==> config.mk <==
export PLATFORM = sky130hd
export DESIGN_NAME = pc060ha_slave_port
export DESIGN_NICKNAME = d
export VERILOG_FILES = /design/src/rtl/pc060ha_slave_port.sv
export SDC_FILE = /design/constraint.sdc
export NUM_CORES = 1
export LEC_CHECK = 0
export ABC_AREA = 0
export CELL_PAD_IN_SITES_DETAIL_PLACEMENT = 0
export CELL_PAD_IN_SITES_GLOBAL_PLACEMENT = 2
export CORE_UTILIZATION = 29
export CTS_BUF_LIST = sky130_fd_sc_hd__clkbuf_4 sky130_fd_sc_hd__clkbuf_8
export DETAILED_ROUTE_END_ITERATION = 8
export PLACE_DENSITY = 0.93
export RECOVER_POWER = 25
export SLEW_MARGIN = 0
export SYNTH_ARGS = -nofsm -noshare
export SYNTH_HDL_FRONTEND = slang
export SYNTH_SLANG_ARGS = --single-unit
==> constraint.sdc <==
create_clock -name CLK -period 2.3 [get_ports CLK]
set_input_delay 0.46 -clock CLK [delete_from_list [all_inputs] [get_ports CLK]]
set_output_delay 0.46 -clock CLK [all_outputs]
set_load 0.02 [all_outputs]
==> src/rtl/pc060ha_slave_port.sv <==
// PC060HA sound-CPU responder port: mailbox nibble access, full flags, NMI.
// Latency: reads land in DOUT one CLK after the strobe edge; flags/NMI are registered.
module pc060ha_slave_port #(
    parameter int NIBBLES = 4,
    parameter int IDX_W   = 3
) (
    input  logic                 CLK,
    input  logic                 nRESET,
    input  logic                 CS_n,
    input  logic                 RD_n,
    input  logic                 WR_n,
    input  logic                 A0,
    input  logic [3:0]           DIN,
    output logic [3:0]           DOUT,
    input  logic [4*NIBBLES-1:0] M2S_DATA,
    input  logic                 M2S_SET,
    input  logic                 S2M_ACK,
    output logic [4*NIBBLES-1:0] S2M_DATA,
    output logic                 M2S_FULL,
    output logic                 S2M_FULL,
    output logic                 NMI_n
);

    localparam int OFS_W = $clog2(4 * NIBBLES);
    localparam logic [IDX_W-1:0] IDX_LAST   = IDX_W'(NIBBLES - 1);
    localparam logic [IDX_W-1:0] IDX_STATUS = IDX_W'(NIBBLES);
    localparam logic [IDX_W-1:0] IDX_NMI_ON = IDX_W'(NIBBLES + 1);
    localparam logic [IDX_W-1:0] IDX_NMI_OF = IDX_W'(NIBBLES + 2);

    logic [IDX_W-1:0]       idx_q, idx_d, idx_inc;
    logic [3:0]             dout_q, dout_d;
    logic [4*NIBBLES-1:0]   s2m_q, s2m_d;
    logic                   m2s_full_q, m2s_full_d;
    logic                   s2m_full_q, s2m_full_d;
    logic                   nmi_en_q, nmi_en_d;
    logic                   nmi_n_q, nmi_n_d;
    logic                   rd_act_q, wr_act_q;
    logic                   rd_act, wr_act, rd_fire, wr_fire;
    logic                   nib_sel, m2s_clr, s2m_set;
    logic [OFS_W-1:0]       ofs;

    always_comb begin
        rd_act  = ~CS_n & ~RD_n;
        wr_act  = ~CS_n & ~WR_n;
        wr_fire = wr_act & ~wr_act_q;
        // a simultaneous write wins over the read
        rd_fire = rd_act & ~rd_act_q & ~wr_fire;
        nib_sel = (idx_q <= IDX_LAST);
        idx_inc = (idx_q == IDX_LAST) ? '0 : idx_q + IDX_W'(1);
        ofs     = {idx_q[OFS_W-3:0], 2'b00};

        idx_d    = idx_q;
        dout_d   = dout_q;
        s2m_d    = s2m_q;
        nmi_en_d = nmi_en_q;
        m2s_clr  = 1'b0;
        s2m_set  = 1'b0;

        if (wr_fire) begin
            if (!A0) begin
                idx_d = DIN[IDX_W-1:0];
            end else if (nib_sel) begin
                s2m_d[ofs +: 4] = DIN;
                s2m_set         = (idx_q == IDX_LAST);
                idx_d           = idx_inc;
            end else if (idx_q == IDX_NMI_ON) begin
                nmi_en_d = 1'b1;
            end else if (idx_q == IDX_NMI_OF) begin
                nmi_en_d = 1'b0;
            end
        end else if (rd_fire) begin
            if (!A0) begin
                dout_d = 4'(idx_q);
            end else if (nib_sel) begin
                dout_d  = M2S_DATA[ofs +: 4];
                m2s_clr = (idx_q == IDX_LAST);
                idx_d   = idx_inc;
            end else if (idx_q == IDX_STATUS) begin
                dout_d = {2'b00, s2m_full_q, m2s_full_q};
            end else begin
                dout_d = 4'h0;
            end
        end

        // set beats clear: fresh data must not be lost
        m2s_full_d = M2S_SET | (m2s_full_q & ~m2s_clr);
        s2m_full_d = s2m_set | (s2m_full_q & ~S2M_ACK);
        nmi_n_d    = ~(nmi_en_q & m2s_full_q);
    end

    always_ff @(posedge CLK or negedge nRESET) begin
        if (!nRESET) begin
            idx_q      <= '0;
            dout_q     <= '0;
            s2m_q      <= '0;
            m2s_full_q <= 1'b0;
            s2m_full_q <= 1'b0;
            nmi_en_q   <= 1'b0;
            nmi_n_q    <= 1'b1;
            rd_act_q   <= 1'b0;
            wr_act_q   <= 1'b0;
        end else begin
            idx_q      <= idx_d;
            dout_q     <= dout_d;
            s2m_q      <= s2m_d;
            m2s_full_q <= m2s_full_d;
            s2m_full_q <= s2m_full_d;
            nmi_en_q   <= nmi_en_d;
            nmi_n_q    <= nmi_n_d;
            rd_act_q   <= rd_act;
            wr_act_q   <= wr_act;
        end
    end

    assign DOUT     = dout_q;
    assign S2M_DATA = s2m_q;
    assign M2S_FULL = m2s_full_q;
    assign S2M_FULL = s2m_full_q;
    assign NMI_n    = nmi_n_q;

endmodule

# Word level (Yosys, flattened, before mapping)
# Index checks and enable logic that the tools add are counted.
# classes
n_addsub	2
shift	3
n_eq_ne	4
bitwise	20
reduce_logical	7
mux	17
magnitude_cmp	1
# op_table
cell	n
two-way mux 3 bit	6
bitwise mux 16 bit	1
variable shift 4 x 6 -> 16 bit (first input constant)	1
indexed part select 16 x 5 -> 4 bit	1
indexed part select 4 x 6 -> 16 bit	1
inverter 1 bit	10
equality test 3 bit (second input constant)	3
AND 1 bit	8
two-way mux 4 bit	2
two-way mux 1 bit	7
negator 4 -> 6 bit	1
nonzero test 2 bit	3
AND reduction 2 bit	2
AND reduction 4 bit	1
adder 3 x 1 -> 3 bit (second input constant)	1
equality test 3 x 2 -> 1 bit (second input constant)	1
less-or-equal comparator 3 x 2 -> 1 bit (second input constant)	1
AND reduction 3 bit	1
two-way mux 2 bit	1
bitwise OR 1 bit	2
# word_totals
ff_bits	29
word_cells	63

# Depth between registers and ports, before layout
# Gate-level depths: netlist of run 1.
# depth
word_depth	10
ltp_mapped	7
ltp_nobuf	6

# Least setup slack after synthesis of run 1
# OpenSTA, ideal clock, no wires.
# synth_path
path_type	flip-flop to flip-flop
start	register idx_q[0]
end	register idx_q[1]
path_stages_with_launch	8
arrival_ns	1.476
setup_slack_ns	0.686
path_buffers	1
t_required_ns	2.163
synth_period_minus_slack_ns	1.614
cell_sequence	dfrtp_1 -> buf_6 -> inv_1 -> ha_1 -> a21oi_1 -> nor2_1 -> o32ai_1 -> a21oi_1
# synth_between
elab_chain_cells	6
# synth_lines
item	line_no	rtl
start: declaration	30	logic [IDX_W-1:0] idx_q, idx_d, idx_inc;
start signal: assignment	103	idx_q <= idx_d;
adder 3 x 1 -> 3 bit / equality test 3 x 2 -> 1 bit (equally long branches)	49	idx_inc = (idx_q == IDX_LAST) ? '0 : idx_q + IDX_W'(1);
two-way mux 3 bit	49	
two-way mux 3 bit *	62, 74	
two-way mux 3 bit	72	if (!A0) begin
two-way mux 3 bit	71	end else if (rd_fire) begin
two-way mux 3 bit *	59	if (wr_fire) begin
# Every way passes the cells marked *; elsewhere a longest branch is shown, timed or not. The select of a mux whose other input is x is not followed.
# A chain may end at the register's enable or synchronous reset.

# Worst setup path in the final report of run 1
# layout_path
start	register idx_q[0]
end	register s2m_q[11] (netlist: S2M_DATA[11])
# layout_between
elab_chain_cells	3
# layout_lines
item	line_no	rtl
negator 4 -> 6 bit	63	s2m_d[ofs +: 4] = DIN;
indexed part select 4 x 6 -> 16 bit / variable shift 4 x 6 -> 16 bit (equally long branches)	63	
bitwise mux 16 bit	63	
end signal: assignment	105	s2m_q <= s2m_d;
end: declaration	32	logic [4*NIBBLES-1:0] s2m_q, s2m_d;
# Several ways; a longest one is shown, not always the timed one.

==> out/results.txt, run 1 <==
status = complete, no violations
CTS tree = done
post-CTS sizing = 0
CP Max Fanout = 8
Core Box Area = 5170 sq um
Setup crit end kind = flip-flop
Hold WC Path Type = flip-flop to flip-flop
max-slew violation count = 0
total power per unit cell area = 1040 nW/um^2
H-tree levels = 2
I/O pin total = 51
CP cell instances = inv_1 -> ha_1 -> nor3b_1 -> nand2_1 -> mux2i_1
Worst Hold Path Cells = 1
Clock Latency Late Sink = 270 ps
area fraction of the dominant cell type after synthesis = 44.7%
Worst Hold End = NMI_n
cell taking the most area after synthesis = dfrtp_1
Fmax achieved = 510 MHz
initial core utilization = 30.3%
post-DR wirelength/cell = 12.5 microns
top cells by area, synth = dfrtp_1 (45%), mux2i_1 (7.7%), nand2_1 (6.5%), mux4_2 (4.3%), inv_1 (4.1%)
initial antenna violation count = 0
crit share post-route = 85.3%
Via Count = 1244
share of cells above drive strength 1 = 13.4%
skew final = 4.11 ps
normalized max-slew margin = 53.6%
postcts setup bufs = 0
Final HPWL DP = 2730 microns
Unique masters post-synth = 31
P&R area growth vs syn = 44.2%
first-pass GRT wire length = 5900 microns
grt total ovfl = 0
post-layout util = 43.7%
min-delay src = nmi_en_q
Post-Synthesis Cell Area = 1570 sq um
clock-pin slew on the worst setup and hold paths = 60 ps
drt drc = 0
DIE AREA = 5710 sq um
Syn Inst Count = 149
CTS Root Cell = clkbuf_8
total count of hold-check failures in the final report = 0
WP buf/inv = 1
Tightest Pin Transition = 696 ps
Die Height = 75.6 microns
max-capacitance violation count = 0
Mapped Avg Cell Area = 10.5 sq um
fill cell count = 521
GRT Util Overall = 14.1%
r2r setup slk = 340 ps
commonest non-fill, non-tap cells in the layout = clkdlybuf4s50_1 (49), dfrtp_1 (28), nand2_1 (27), inv_1 (17), mux2i_1 (12)
post-synthesis sequential area ratio = 46.3%
fin nets = 241
vias in the first global route = 1270
# hold bufs at CTS = 0
Data arrival, critical path = 2160 ps
Crit Reg-Reg Startpoint = idx_q[0]
YS warnings = 0
CP delay by family, top = simple AND/OR/NAND/NOR gates
minimum clock period = 1960 ps
RePlAce Congestion = 0.776
DRT Pass-1 Iters = 4
syn_nets = 182
CTS sink cnt = 29
routed wire length = 3500 microns
Yosys reg bits = 29
RSZ-0062 raised after global routing = no
CP peak stage delay = 550 ps
Worst Setup Start Kind = flip-flop
WP data required = 2500 ps
R2R Path End = S2M_DATA[11]
cts bufs inserted = 5
clk buf depth = 2
final setup vio count = 0
leakage power = 1.02 nW
Rows = 26
Worst Reg2Reg Path Length in Cells = 5
VDD IR max = 0.000475 V
Worst path slowest cell = dfrtp_1
setup TNS = 0 ps
Routed Antenna Nets = 0
largest net degree at the start of global routing = 30
PortBufs = 50
commonest non-fill, non-tap cell in the layout = clkdlybuf4s50_1
ant diodes = 0
post-DR vias/cell = 4.46
total power = 2.34 mW
Iter 0 DRT Violations = 47
CP Class = flip-flop to flip-flop
Die X = 75.6 microns
## how the worst max path moves through the flow
stage	from	to	slack (ps)	cells after the start
2_1_floorplan	idx_q[0]	idx_q[1]	690	7
3_3_place_gp	CS_n	S2M_DATA[15]	210	6
3_5_place_dp	CS_n	S2M_DATA[13]	190	6
4_1_cts	idx_q[0]	S2M_DATA[11]	310	5
5_1_grt	idx_q[0]	S2M_DATA[6]	130	5
6_report	idx_q[0]	S2M_DATA[11]	340	5
## cell type report
class,instances,area (sq um),area share (%)
clock buffer,8,91.3,4.04
inverter,17,63.8,2.82
multi-input combinational,100,757,33.5
sequential,29,727,32.1
tap,70,87.6,3.87
timing repair buffer,55,536,23.7
## registers in the layout, indices dropped and copies added, names as in the netlist
register,cells
DOUT,4
M2S_FULL,1
NMI_n,1
S2M_DATA,16
S2M_FULL,1
idx_q,3
nmi_en_q,1
rd_act_q,1
wr_act_q,1
## through the flow
step	instance area [sq um]	hold slack, ps	instances	worst slack, ps
final	2260	404	279	338
after global routing	2260	421	279	128
after CTS	2260	402	279	305
after detailed placement	2170	395	271	193
after global placement	2170	394	271	206
after floorplan	1570	164	149	686
## worst reg2reg max path, cell delays in order, from the launching register on
cell and delay [ps]:
dfrtp_1 550, inv_1 210, ha_1 410, nor3b_1 460, nand2_1 130, mux2i_1 130
## Yosys cell counts, drive strengths merged
cell type / number
a21boi: 1
a21o: 2
a21oi: 6
a221oi: 2
a31oi: 1
buf: 3
dfrtp: 28
dfstp: 1
ha: 5
inv: 17
mux2: 1
mux2i: 12
mux4: 4
nand2: 27
nand3: 8
nor2: 10
nor2b: 2
nor3: 2
nor3b: 3
nor4: 1
o21ai: 9
o32ai: 1
o41ai: 2
or3: 1
## routing by layer
metal | part of all wire, % | vias up | wire length [microns] | GRT usage [%]
met1 | 47 | 575 | 1640 | 18.8
met3 | 4.6 | 9 | 160 | 4.10
li1 | - | 625 | - | -
met2 | 46 | 35 | 1620 | 21.4
met5 | 0 | - | 0 | 0
met4 | 2.2 | 0 | 76 | 5.97
## cells by family after synthesis
group                      count (synthesis)  synth area share [%]
DFF                                       29                  46.3
AOI/OAI and AO/OA                         24                  11.7
buffers and inverters                     20                  5.42
muxes                                     17                  14.4
and+or+nand+nor                           54                  18.2
adders and majority gates                  5                  3.99
## power breakdown
part	internal, mW	leakage, nW	switching (mW)
Combinational	0.540	0.628	0.553
Sequential	0.688	0.345	0.138
Clock	0.250	0.0498	0.175
Note: power is estimated with default switching activity, not from simulation.
==> run 2: changes to the inputs <==
--- a/config.mk
+++ b/config.mk
@@ -8,10 +8,10 @@
 export ABC_AREA = 0
 export CELL_PAD_IN_SITES_DETAIL_PLACEMENT = 0
 export CELL_PAD_IN_SITES_GLOBAL_PLACEMENT = 2
-export CORE_UTILIZATION = 29
-export CTS_BUF_LIST = sky130_fd_sc_hd__clkbuf_4 sky130_fd_sc_hd__clkbuf_8
+export CORE_UTILIZATION = 26
+export CTS_BUF_LIST = sky130_fd_sc_hd__clkbuf_2 sky130_fd_sc_hd__clkbuf_4 sky130_fd_sc_hd__clkbuf_8
 export DETAILED_ROUTE_END_ITERATION = 8
-export PLACE_DENSITY = 0.93
+export PLACE_DENSITY = 0.89
 export RECOVER_POWER = 25
 export SLEW_MARGIN = 0
 export SYNTH_ARGS = -nofsm -noshare
==> constraint.sdc (replaced) <==
create_clock -name CLK -period 1.6 [get_ports CLK]
set_input_delay 0.32 -clock CLK [delete_from_list [all_inputs] [get_ports CLK]]
set_output_delay 0.32 -clock CLK [all_outputs]
set_load 0.02 [all_outputs]
==> run 2 against run 1 <==
Effect of this change:
- sequential power increased by 39%
- setup slack got worse by 310 ps
- sequential cell count unchanged
- power increased by 55%
- final area increased by 8.9%
- worst hold slack improved by 7.9 ps
- utilization decreased by 0.33 points
- clock power increased by 54%
- critical path type is now flip-flop to output port
- largest power group unchanged
==> out/results.txt, run 2 (synthesized netlist as in run 1, its figures left out) <==
dpl cell area = 2340 sq um
commonest non-fill, non-tap cell in the layout = clkdlybuf4s50_1
Worst path slowest cell = clkdlybuf4s50_1
WP data required = 1280 ps
CP peak stage delay = 610 ps
RePlAce Congestion = 0.733
Die Height = 79.7 microns
Final HPWL DP = 2930 microns
clock-pin slew on the worst setup and hold paths = 70 ps
final setup vio count = 0
Tightest Pin Transition = 723 ps
final hold slack = 411 ps
drt drc = 0
postcts setup bufs = 0
crit share post-route = 98.2%
fill cell count = 587
Die X = 79.7 microns
post-layout util = 43.4%
routed wire length = 3740 microns
initial core utilization = 27.6%
P&R area growth vs syn = 57.0%
Iter 0 DRT Violations = 34
GRT Util Overall = 13.2%
max-capacitance violation count = 0
max-slew violation count = 0
first-pass GRT wire length = 6340 microns
Core Box Area = 5680 sq um
share of cells above drive strength 1 = 24.0%
I/O pin total = 51
skew final = 9.95 ps
Setup crit end kind = output port
Rows = 27
Clock Latency Late Sink = 280 ps
H-tree levels = 2
Fmax achieved = 637 MHz
CP delay by family, top = buffers and inverters
max reg flops = 16
post-DR wirelength/cell = 12.4 microns
fin area = 2460 sq um
cts bufs inserted = 5
status = complete, no violations
largest net degree at the start of global routing = 30
post-DR vias/cell = 4.40
WP buf/inv = 1
Data arrival, critical path = 1250 ps
vias in the first global route = 1385
minimum clock period = 1570 ps
CTS sink cnt = 29
DRT Pass-1 Iters = 4
total count of hold-check failures in the final report = 0
ant diodes = 0
Via Count = 1324
CP Class = flip-flop to output port
initial antenna violation count = 0
grt total ovfl = 0
Worst Setup Start Kind = flip-flop
Hold WC Path Type = flip-flop to flip-flop
Routed Antenna Nets = 0
fin nets = 261
leakage power = 1.22 nW
total power = 3.64 mW
r2r setup slk = 60 ps
CP cell instances = clkdlybuf4s50_1
commonest non-fill, non-tap cells in the layout = clkdlybuf4s50_1 (37), nand2_1 (27), dfrtp_1 (26), buf_4 (23), inv_1 (15)
DIE AREA = 6350 sq um
clk buf depth = 2
CP Max Fanout = 2
VDD IR max = 0.000583 V
setup TNS = 0 ps
RSZ-0062 raised after global routing = yes
CTS Root Cell = clkbuf_8
normalized max-slew margin = 51.8%
CTS tree = done
PortBufs = 50
total power per unit cell area = 1480 nW/um^2
-- run 2: cell count changes in the layout (fill, tap and decap cells not counted), sizes merged --
| cell | change |
|---|---|
| dlygate4sd2 | +3 |
| clkdlybuf4s50 | -12 |
| buf | +20 |
| dlymetal6s2s | +9 |
-- run 2: timing repair --
| action | CTS | global route |
|---|---|---|
| hold buffers | 0 | 0 |
| setup endpoints to repair | 5 | 27 |
| gates cloned | 0 | 0 |
| gates resized for setup | 6 | 13 |
| pin swaps | 0 | 1 |
-- run 2: path summary, 6_finish.rpt --
| path | startpoint | to | cells past startpoint |
|---|---|---|---|
| setup / recovery | S2M_DATA[13] | S2M_DATA[13] | 1 |
| hold / removal | nmi_en_q | NMI_n | 1 |
| setup reg to reg | idx_q[0] | DOUT[1] | 4 |
| hold reg to reg | nmi_en_q | NMI_n | 1 |
| max in group asynchronous | nRESET | idx_q[1] | 2 |
| min in group asynchronous | nRESET | nmi_en_q | 2 |
-- run 2: worst reg2reg max path, stage by stage (launching register included) --
cell	delay, ps
dfrtp_2	430
buf_6	140
mux4_2	510
a221oi_2	250
a21oi_1	100
-- run 2: layer usage --
metal / GRT usage (%) / part of all wire, % / wire length (microns)
met5: 0 / 0 / 0
met3: 3.77 / 4.7 / 175
met1: 16.6 / 47 / 1770
met2: 21.2 / 46 / 1730
met4: 5.45 / 1.5 / 57
-- run 2: layout make-up --
class	instances	area [sq um]	area share (%)
clock buffers	8	97.6	3.96
inverters	17	63.8	2.59
multi-input cells	100	774	31.4
flip-flops and latches	29	729	29.6
well taps	72	90.1	3.66
repair buffers	75	708	28.7
-- run 2: where the power goes --
group	leakage [nW]	switching, mW	internal [mW]
clock network	0.0523	0.270	0.384
logic	0.822	0.886	0.957
registers	0.343	0.153	0.994
total	1.22	1.31	2.33
-- run 2: metrics by stage --
stage / worst slack [ps] / std cells
final: 28.9 / 301
after global routing: -25.5 / 301
after CTS: 8.70 / 301
after detailed placement: -238 / 293
after global placement: -240 / 293
after floorplan: 3.52 / 149
==> run 3: changes to the inputs <==
--- a/config.mk
+++ b/config.mk
@@ -6,6 +6,8 @@
 export NUM_CORES = 1
 export LEC_CHECK = 0
 export ABC_AREA = 0
+export ABC_CLOCK_PERIOD_IN_PS = 1600
+export CAP_MARGIN = 20
 export CELL_PAD_IN_SITES_DETAIL_PLACEMENT = 0
 export CELL_PAD_IN_SITES_GLOBAL_PLACEMENT = 2
 export CORE_UTILIZATION = 26
==> results of run 3 <==
Final layout, timing and power as in run 2 (identical DEF).
